===== config.mk =====
export PLATFORM = sky130hd
export DESIGN_NAME = mem_port_arb_flat
export DESIGN_NICKNAME = d
export VERILOG_FILES = /design/src/rtl/mem_port_arb_if.sv /design/src/rtl/mem_port_arb.sv /design/src/flat_wrapper.sv
export SDC_FILE = /design/constraint.sdc
export NUM_CORES = 1
export LEC_CHECK = 0
export ABC_AREA = 0
export CAP_MARGIN = 30
export CORE_AREA = 2 2 106 108
export CTS_CLUSTER_DIAMETER = 150
export DETAILED_ROUTE_END_ITERATION = 12
export DIE_AREA = 0 0 108 110
export PLACE_DENSITY = 0.81
export SETUP_SLACK_MARGIN = 0.4
export SYNTH_ARGS = -nofsm -noshare
export SYNTH_HDL_FRONTEND = slang
export SYNTH_SLANG_ARGS = --single-unit
export TNS_END_PERCENT = 50

===== constraint.sdc =====
create_clock -name clk -period 2.85 [get_ports clk]
set_clock_uncertainty 0.2 [all_clocks]
set_input_delay 0.7125 -clock clk [delete_from_list [all_inputs] [get_ports clk]]
set_output_delay 0.7125 -clock clk [all_outputs]
set_load 0.01 [all_outputs]

===== src/rtl/mem_port_arb_if.sv =====
// mem_port_arb_if: fetch, load/store and memory-port signals of the shared memory arbiter
interface mem_port_arb_if;
  logic        if_req;
  logic [31:0] if_addr;
  logic        if_gnt;
  logic        if_rvalid;
  logic [31:0] if_rdata;
  logic        ls_req;
  logic        ls_we;
  logic [3:0]  ls_be;
  logic [31:0] ls_addr;
  logic [31:0] ls_wdata;
  logic        ls_gnt;
  logic        ls_rvalid;
  logic [31:0] ls_rdata;
  logic        mem_en;
  logic        mem_we;
  logic [3:0]  mem_be;
  logic [31:0] mem_addr;
  logic [31:0] mem_wdata;
  logic [31:0] mem_rdata;
  logic        busy;
  modport master (
    input  if_req, if_addr, ls_req, ls_we, ls_be, ls_addr, ls_wdata, mem_rdata,
    output if_gnt, if_rvalid, if_rdata, ls_gnt, ls_rvalid, ls_rdata,
           mem_en, mem_we, mem_be, mem_addr, mem_wdata, busy
  );
  modport slave (
    output if_req, if_addr, ls_req, ls_we, ls_be, ls_addr, ls_wdata, mem_rdata,
    input  if_gnt, if_rvalid, if_rdata, ls_gnt, ls_rvalid, ls_rdata,
           mem_en, mem_we, mem_be, mem_addr, mem_wdata, busy
  );
endinterface


===== src/rtl/mem_port_arb.sv =====
// mem_port_arb: serialises fetch and load/store requests onto one memory port.
// Define STARVE_GUARD_EN to force a fetch grant after STARVE_MAX contested ls grants.
module mem_port_arb #(
  parameter int MEM_LAT    = 2,
  parameter int STARVE_MAX = 4
) (
  input logic            clk,
  input logic            rst,
  mem_port_arb_if.master bus
);
  typedef enum logic [1:0] {IDLE, ISSUE, WAIT, RESP} state_t;
  state_t     state, next_state;
  logic [3:0] cnt;
  logic       own_ls, we_q, idle, force_if;
`ifdef STARVE_GUARD_EN
  logic [3:0] starve;
  always_ff @(posedge clk)
    if (!rst) starve <= '0;
    else if (bus.if_gnt) starve <= '0;
    else if (bus.ls_gnt && bus.if_req) starve <= starve + 4'd1;
  assign force_if = starve == 4'(STARVE_MAX);
`else
  // strict ls priority; STARVE_MAX only matters when the guard is built in
  assign force_if = 1'b0 && STARVE_MAX != 0;
`endif
  always_ff @(posedge clk) state <= !rst ? IDLE : next_state;
  always_comb
    next_state = state == IDLE  ? ((bus.if_gnt || bus.ls_gnt) ? ISSUE : IDLE) :
                 state == ISSUE ? (MEM_LAT == 1 ? RESP : WAIT) :
                 state == WAIT  ? (cnt == 4'd1 ? RESP : WAIT) : IDLE;
  always_comb begin
    idle          = rst && state == IDLE;
    bus.if_gnt    = idle && bus.if_req && (!bus.ls_req || force_if);
    bus.ls_gnt    = idle && bus.ls_req && !bus.if_gnt;
    bus.mem_en    = rst && state == ISSUE;
    bus.mem_we    = bus.mem_en && we_q;
    bus.if_rvalid = rst && state == RESP && !own_ls;
    bus.ls_rvalid = rst && state == RESP && own_ls;
    bus.if_rdata  = bus.mem_rdata;
    bus.ls_rdata  = bus.mem_rdata;
    bus.busy      = rst && state != IDLE;
  end
  always_ff @(posedge clk)
    if (!rst) begin
      own_ls        <= 1'b0;
      we_q          <= 1'b0;
      cnt           <= '0;
      bus.mem_addr  <= '0;
      bus.mem_be    <= '0;
      bus.mem_wdata <= '0;
    end else begin
      if (bus.if_gnt || bus.ls_gnt) begin
        own_ls       <= bus.ls_gnt;
        we_q         <= bus.ls_gnt && bus.ls_we;
        bus.mem_addr <= bus.ls_gnt ? bus.ls_addr : bus.if_addr;
        bus.mem_be   <= bus.ls_gnt ? bus.ls_be : 4'hF;
        if (bus.ls_gnt) bus.mem_wdata <= bus.ls_wdata;
      end
      // loaded on the ISSUE->WAIT edge so WAIT lasts MEM_LAT-1 cycles
      cnt <= state == ISSUE ? 4'(MEM_LAT - 1) : state == WAIT ? cnt - 4'd1 : cnt;
    end
endmodule


===== src/flat_wrapper.sv =====
// flat-port wrapper written by rule: the top's interface ports become plain ports
module mem_port_arb_flat 
#(
  parameter int MEM_LAT    = 2,
  parameter int STARVE_MAX = 4
)
  (clk, rst, bus_if_req, bus_if_addr, bus_ls_req, bus_ls_we, bus_ls_be, bus_ls_addr, bus_ls_wdata, bus_mem_rdata, bus_if_gnt, bus_if_rvalid, bus_if_rdata, bus_ls_gnt, bus_ls_rvalid, bus_ls_rdata, bus_mem_en, bus_mem_we, bus_mem_be, bus_mem_addr, bus_mem_wdata, bus_busy);
  mem_port_arb_if bus_i ();
  input logic clk;
  input logic rst;
  input wire logic [$bits(bus_i.if_req)-1:0] bus_if_req;
  input wire logic [$bits(bus_i.if_addr)-1:0] bus_if_addr;
  input wire logic [$bits(bus_i.ls_req)-1:0] bus_ls_req;
  input wire logic [$bits(bus_i.ls_we)-1:0] bus_ls_we;
  input wire logic [$bits(bus_i.ls_be)-1:0] bus_ls_be;
  input wire logic [$bits(bus_i.ls_addr)-1:0] bus_ls_addr;
  input wire logic [$bits(bus_i.ls_wdata)-1:0] bus_ls_wdata;
  input wire logic [$bits(bus_i.mem_rdata)-1:0] bus_mem_rdata;
  output wire logic [$bits(bus_i.if_gnt)-1:0] bus_if_gnt;
  output wire logic [$bits(bus_i.if_rvalid)-1:0] bus_if_rvalid;
  output wire logic [$bits(bus_i.if_rdata)-1:0] bus_if_rdata;
  output wire logic [$bits(bus_i.ls_gnt)-1:0] bus_ls_gnt;
  output wire logic [$bits(bus_i.ls_rvalid)-1:0] bus_ls_rvalid;
  output wire logic [$bits(bus_i.ls_rdata)-1:0] bus_ls_rdata;
  output wire logic [$bits(bus_i.mem_en)-1:0] bus_mem_en;
  output wire logic [$bits(bus_i.mem_we)-1:0] bus_mem_we;
  output wire logic [$bits(bus_i.mem_be)-1:0] bus_mem_be;
  output wire logic [$bits(bus_i.mem_addr)-1:0] bus_mem_addr;
  output wire logic [$bits(bus_i.mem_wdata)-1:0] bus_mem_wdata;
  output wire logic [$bits(bus_i.busy)-1:0] bus_busy;
  assign bus_i.if_req = bus_if_req;
  assign bus_i.if_addr = bus_if_addr;
  assign bus_i.ls_req = bus_ls_req;
  assign bus_i.ls_we = bus_ls_we;
  assign bus_i.ls_be = bus_ls_be;
  assign bus_i.ls_addr = bus_ls_addr;
  assign bus_i.ls_wdata = bus_ls_wdata;
  assign bus_i.mem_rdata = bus_mem_rdata;
  assign bus_if_gnt = bus_i.if_gnt;
  assign bus_if_rvalid = bus_i.if_rvalid;
  assign bus_if_rdata = bus_i.if_rdata;
  assign bus_ls_gnt = bus_i.ls_gnt;
  assign bus_ls_rvalid = bus_i.ls_rvalid;
  assign bus_ls_rdata = bus_i.ls_rdata;
  assign bus_mem_en = bus_i.mem_en;
  assign bus_mem_we = bus_i.mem_we;
  assign bus_mem_be = bus_i.mem_be;
  assign bus_mem_addr = bus_i.mem_addr;
  assign bus_mem_wdata = bus_i.mem_wdata;
  assign bus_busy = bus_i.busy;
  mem_port_arb #(.MEM_LAT(MEM_LAT), .STARVE_MAX(STARVE_MAX)) u_core (.clk(clk), .rst(rst), .bus(bus_i));
endmodule

==> impl_metrics.prom <==
# TYPE chip_impl_metric gauge
chip_impl_metric{name="power_density",unit="nW/um^2"} 485
chip_impl_metric{name="die_area",unit="um^2"} 11900
chip_impl_metric{name="clk_sinks",unit=""} 76
chip_impl_metric{name="area_delta_synth_final",unit="%"} 45.1
chip_impl_info{name="setup.worst_path.end_class",value="output port"} 1
chip_impl_metric{name="placed_instances",unit=""} 641
chip_impl_metric{name="area_taken_by_multi_input_logic_gates",unit="um^2"} 1500
chip_impl_metric{name="drt_pre_antenna_iters",unit=""} 4
chip_impl_metric{name="synth.lib_cells_used.distinct",unit=""} 31
chip_impl_metric{name="post_synth.cell_area_avg",unit="um^2"} 8.97
chip_impl_metric{name="clk_lat_worst_skew",unit="ps"} 340
chip_impl_metric{name="numPortBuffers",unit=""} 179
chip_impl_metric{name="setup_total_negative_slack",unit="ps"} 0
chip_impl_metric{name="worst_ir_drop_vdd",unit="V"} 0.000214
chip_impl_metric{name="grt_start_max_net_pins",unit=""} 37
chip_impl_metric{name="finalHoldViolCount",unit=""} 0
chip_impl_metric{name="fmaxAchievable",unit="MHz"} 393
chip_impl_metric{name="layoutNonFillerInstCount",unit=""} 658
chip_impl_metric{name="wire_per_inst",unit="um"} 15.6
chip_impl_info{name="hold_class",value="reg2reg"} 1
chip_impl_metric{name="layout.area.seq",unit="um^2"} 1520
chip_impl_metric{name="static-leakage-power",unit="nW"} 2.53
chip_impl_info{name="timing.critical_path.from_type",value="register"} 1
chip_impl_info{name="cts_root_buf",value="sky130_fd_sc_hd__clkbuf_8"} 1
chip_impl_metric{name="route.vias.total",unit=""} 3092
chip_impl_metric{name="synth_fp_nets",unit=""} 548
chip_impl_metric{name="num-nets-final",unit=""} 656
chip_impl_info{name="synth_largest_area_cell",value="sky130_fd_sc_hd__dfxtp_1"} 1
chip_impl_metric{name="num_antenna_cells",unit=""} 0
chip_impl_metric{name="clock_path_buffers",unit=""} 2
chip_impl_metric{name="flops_latches_synth",unit=""} 76
chip_impl_metric{name="global_route_wire_length_before_repair",unit="um"} 15700
chip_impl_metric{name="post_detailed_placement_half_perimeter_wirelength",unit="um"} 7920
chip_impl_metric{name="synth_area",unit="um^2"} 3630
chip_impl_metric{name="pwr-share-clk",unit=""} 0.288
chip_impl_info{name="worst-setup-path-type",value="reg2out"} 1
chip_impl_metric{name="power_report.internal_total",unit="mW"} 1.88
chip_impl_info{name="rsz0062_at_grt",value="true"} 1
chip_impl_metric{name="maxSlewViolCount",unit=""} 0
chip_impl_metric{name="maxCapViolCount",unit=""} 0
chip_impl_info{name="yosys-top-cells-area",value="sky130_fd_sc_hd__dfxtp_1 42%, sky130_fd_sc_hd__buf_4 13%, sky130_fd_sc_hd__nand2_1 10%"} 1
chip_impl_metric{name="power.share.sequential",unit=""} 0.472
chip_impl_metric{name="switchingPower",unit="uW"} 675
chip_impl_metric{name="hold_slack",unit="ps"} 259
chip_impl_metric{name="layout-drive-gt1-share",unit=""} 0.0792
chip_impl_info{name="outcome",value="complete, no violations"} 1
chip_impl_info{name="leading_cell_type_by_number_of_instances_after_synthesis",value="sky130_fd_sc_hd__nand2_1"} 1
chip_impl_info{name="cts_tree",value="done"} 1
chip_impl_metric{name="grt_overflow_total",unit=""} 0
chip_impl_metric{name="cts.clk_slew.worst_paths",unit="ps"} 80
chip_impl_info{name="ys_dominant_reg_cell",value="sky130_fd_sc_hd__dfxtp_1"} 1
chip_impl_metric{name="post_cts_hold_buffer_count",unit=""} 0
chip_impl_metric{name="gp_routability_congestion",unit=""} 0.837
chip_impl_metric{name="avgViaCountPerCell",unit=""} 4.70
chip_impl_metric{name="synth_warnings",unit=""} 0
chip_impl_metric{name="nFillCells",unit=""} 1002
chip_impl_metric{name="period_share",unit=""} 0.892
chip_impl_metric{name="worst-slew-pin-transition",unit="ps"} 487
chip_impl_metric{name="postRouteWirelength",unit="um"} 10300
chip_impl_metric{name="starting_density",unit=""} 0.340
chip_impl_metric{name="postSynthCellCount",unit=""} 405
chip_impl_metric{name="drcViolationCount",unit=""} 0
chip_impl_metric{name="htree_num_levels",unit=""} 3
chip_impl_metric{name="grt_antenna_before_repair",unit=""} 0
chip_impl_metric{name="slew_headroom",unit=""} 0.676
chip_impl_metric{name="groute.usage.overall",unit=""} 0.172
chip_impl_metric{name="power.combinational.fraction",unit=""} 0.241
chip_impl_metric{name="top_level_ports",unit=""} 276
chip_impl_metric{name="netSwitchingFraction",unit=""} 0.264
chip_impl_metric{name="synth-seq-area-share",unit=""} 0.419
chip_impl_info{name="ys_top_cells_by_count",value="101 x sky130_fd_sc_hd__nand2_1, 76 x sky130_fd_sc_hd__dfxtp_1, 64 x sky130_fd_sc_hd__buf_4"} 1
chip_impl_metric{name="final_critical_delay_including_setup_and_external_delays",unit="ps"} 2540
chip_impl_metric{name="tritoncts.num_buffers",unit=""} 9
chip_impl_metric{name="number_of_global_route_vias_before_repair",unit=""} 3233
chip_impl_metric{name="placeableCoreArea",unit="um^2"} 10700
chip_impl_metric{name="dr.first_iter.drc_count",unit=""} 112
chip_impl_metric{name="ant_nets",unit=""} 0
chip_impl_metric{name="die_y",unit="um"} 110
chip_impl_metric{name="placement_rows",unit=""} 38
chip_impl_metric{name="worst-endpoint-arrival",unit="ps"} 1630
chip_impl_metric{name="required",unit="ps"} 1940
chip_impl_metric{name="setup_viol",unit=""} 0
chip_impl_metric{name="synth_enable_flop_cells",unit=""} 0
chip_impl_metric{name="worstPathMaxFanout",unit=""} 3
chip_impl_metric{name="post-synth-top-area-fraction",unit=""} 0.419
chip_impl_metric{name="asyncSetResetFlopFracSynth",unit=""} 0
chip_impl_metric{name="die_width",unit="um"} 108
layout by cell type (no fill, tap or decap), drive strengths merged, types with 6 or more instances in the layout:
cell type        n
ha               6
dfxtp           76
nand3           33
mux2i           32
o211a           33
buf             12
nand2          101
clkdlybuf4s50  172
inv              6
clkbuf          12
worst max-delay path, stage by stage (launching register included):
cell and delay, ps:
sky130_fd_sc_hd__dfxtp_2 380, sky130_fd_sc_hd__ha_2 220, sky130_fd_sc_hd__and3_1 150, sky130_fd_sc_hd__clkdlybuf4s50_1 540
stage by stage:
step | power [mW] | util | setup slack (ps) | instance area, um^2
after floorplan | 1.56 | - | 564 | 3630
after global placement | 1.83 | 0.473 | 26.1 | 5060
after detailed placement | 1.84 | 0.473 | 18.9 | 5060
after CTS | 2.60 | 0.491 | 203 | 5250
after global routing | 2.70 | 0.493 | 244 | 5280
final | 2.56 | 0.493 | 307 | 5280
final timing paths:
check / from / end / slack [ps] / depth (start not counted)
worst min-delay path: u_core.bus.mem_wdata[12]$_SDFFE_PN0P_ / u_core.bus.mem_wdata[12]$_SDFFE_PN0P_ / 260 / 2
worst min register to register: u_core.bus.mem_wdata[12]$_SDFFE_PN0P_ / u_core.bus.mem_wdata[12]$_SDFFE_PN0P_ / 260 / 2
worst max-delay path: u_core.state[0]$_SDFF_PN0_ / bus_ls_rvalid / 310 / 3
worst max register to register: u_core.state[1]$_SDFF_PN0_ / u_core.bus.mem_addr[0]$_SDFFE_PN0P_ / 990 / 7
layer usage:
layer / routed length, um / GRT usage / part of all wire
met1: 4050 / 0.194 / 0.39
met2: 4970 / 0.293 / 0.48
met3: 1000 / 0.0582 / 0.098
met4: 244 / 0.0824 / 0.024
met5: 0 / 0 / 0
sequential cells by signal (all words and copies together) (netlist names):
register	flops
u_core.state	2
u_core.bus.mem_wdata	32
u_core.bus.mem_addr	32
u_core.bus.mem_be	4
u_core.own_ls	1
u_core.cnt	4
u_core.we_q	1
kinds of logic after synthesis:
kind of cell / Yosys count / synth area share
and+or+nand+nor: 148 / 0.175
adders and majority gates: 6 / 0.0207
AOI/OAI and AO/OA: 43 / 0.115
buffers and inverters: 98 / 0.178
xor gates and xnor gates: 2 / 0.00482
muxes: 32 / 0.0881
DFF: 76 / 0.419
power by group through the flow:
| stage | clock (mW) | sequential, mW | combinational, mW |
|---|---|---|---|
| after floorplan | 0 | 1.26 | 0.296 |
| after global routing | 0.814 | 1.22 | 0.668 |
| final | 0.736 | 1.21 | 0.616 |
| after CTS | 0.772 | 1.21 | 0.622 |
| after detailed placement | 0 | 1.23 | 0.613 |
| after global placement | 0 | 1.22 | 0.603 |
timing repair:
action / CTS / global route
endpoints found under the setup margin: 7 / 6
hold endpoints to repair: 0 / 0
resized for setup: 12 / 7
setup buffers: 1 / 0
pin swaps: 1 / 0
layout make-up:
| class | count | share of cell area |
|---|---|---|
| inverter | 7 | 0.00498 |
| timing repair buffer | 188 | 0.355 |
| clock inverter | 4 | 0.00451 |
| tap | 140 | 0.0332 |
| multi-input combinational | 231 | 0.284 |
| sequential | 76 | 0.289 |
| clock buffer | 12 | 0.0294 |
No activity file was read; power rests on OpenSTA's default activity.
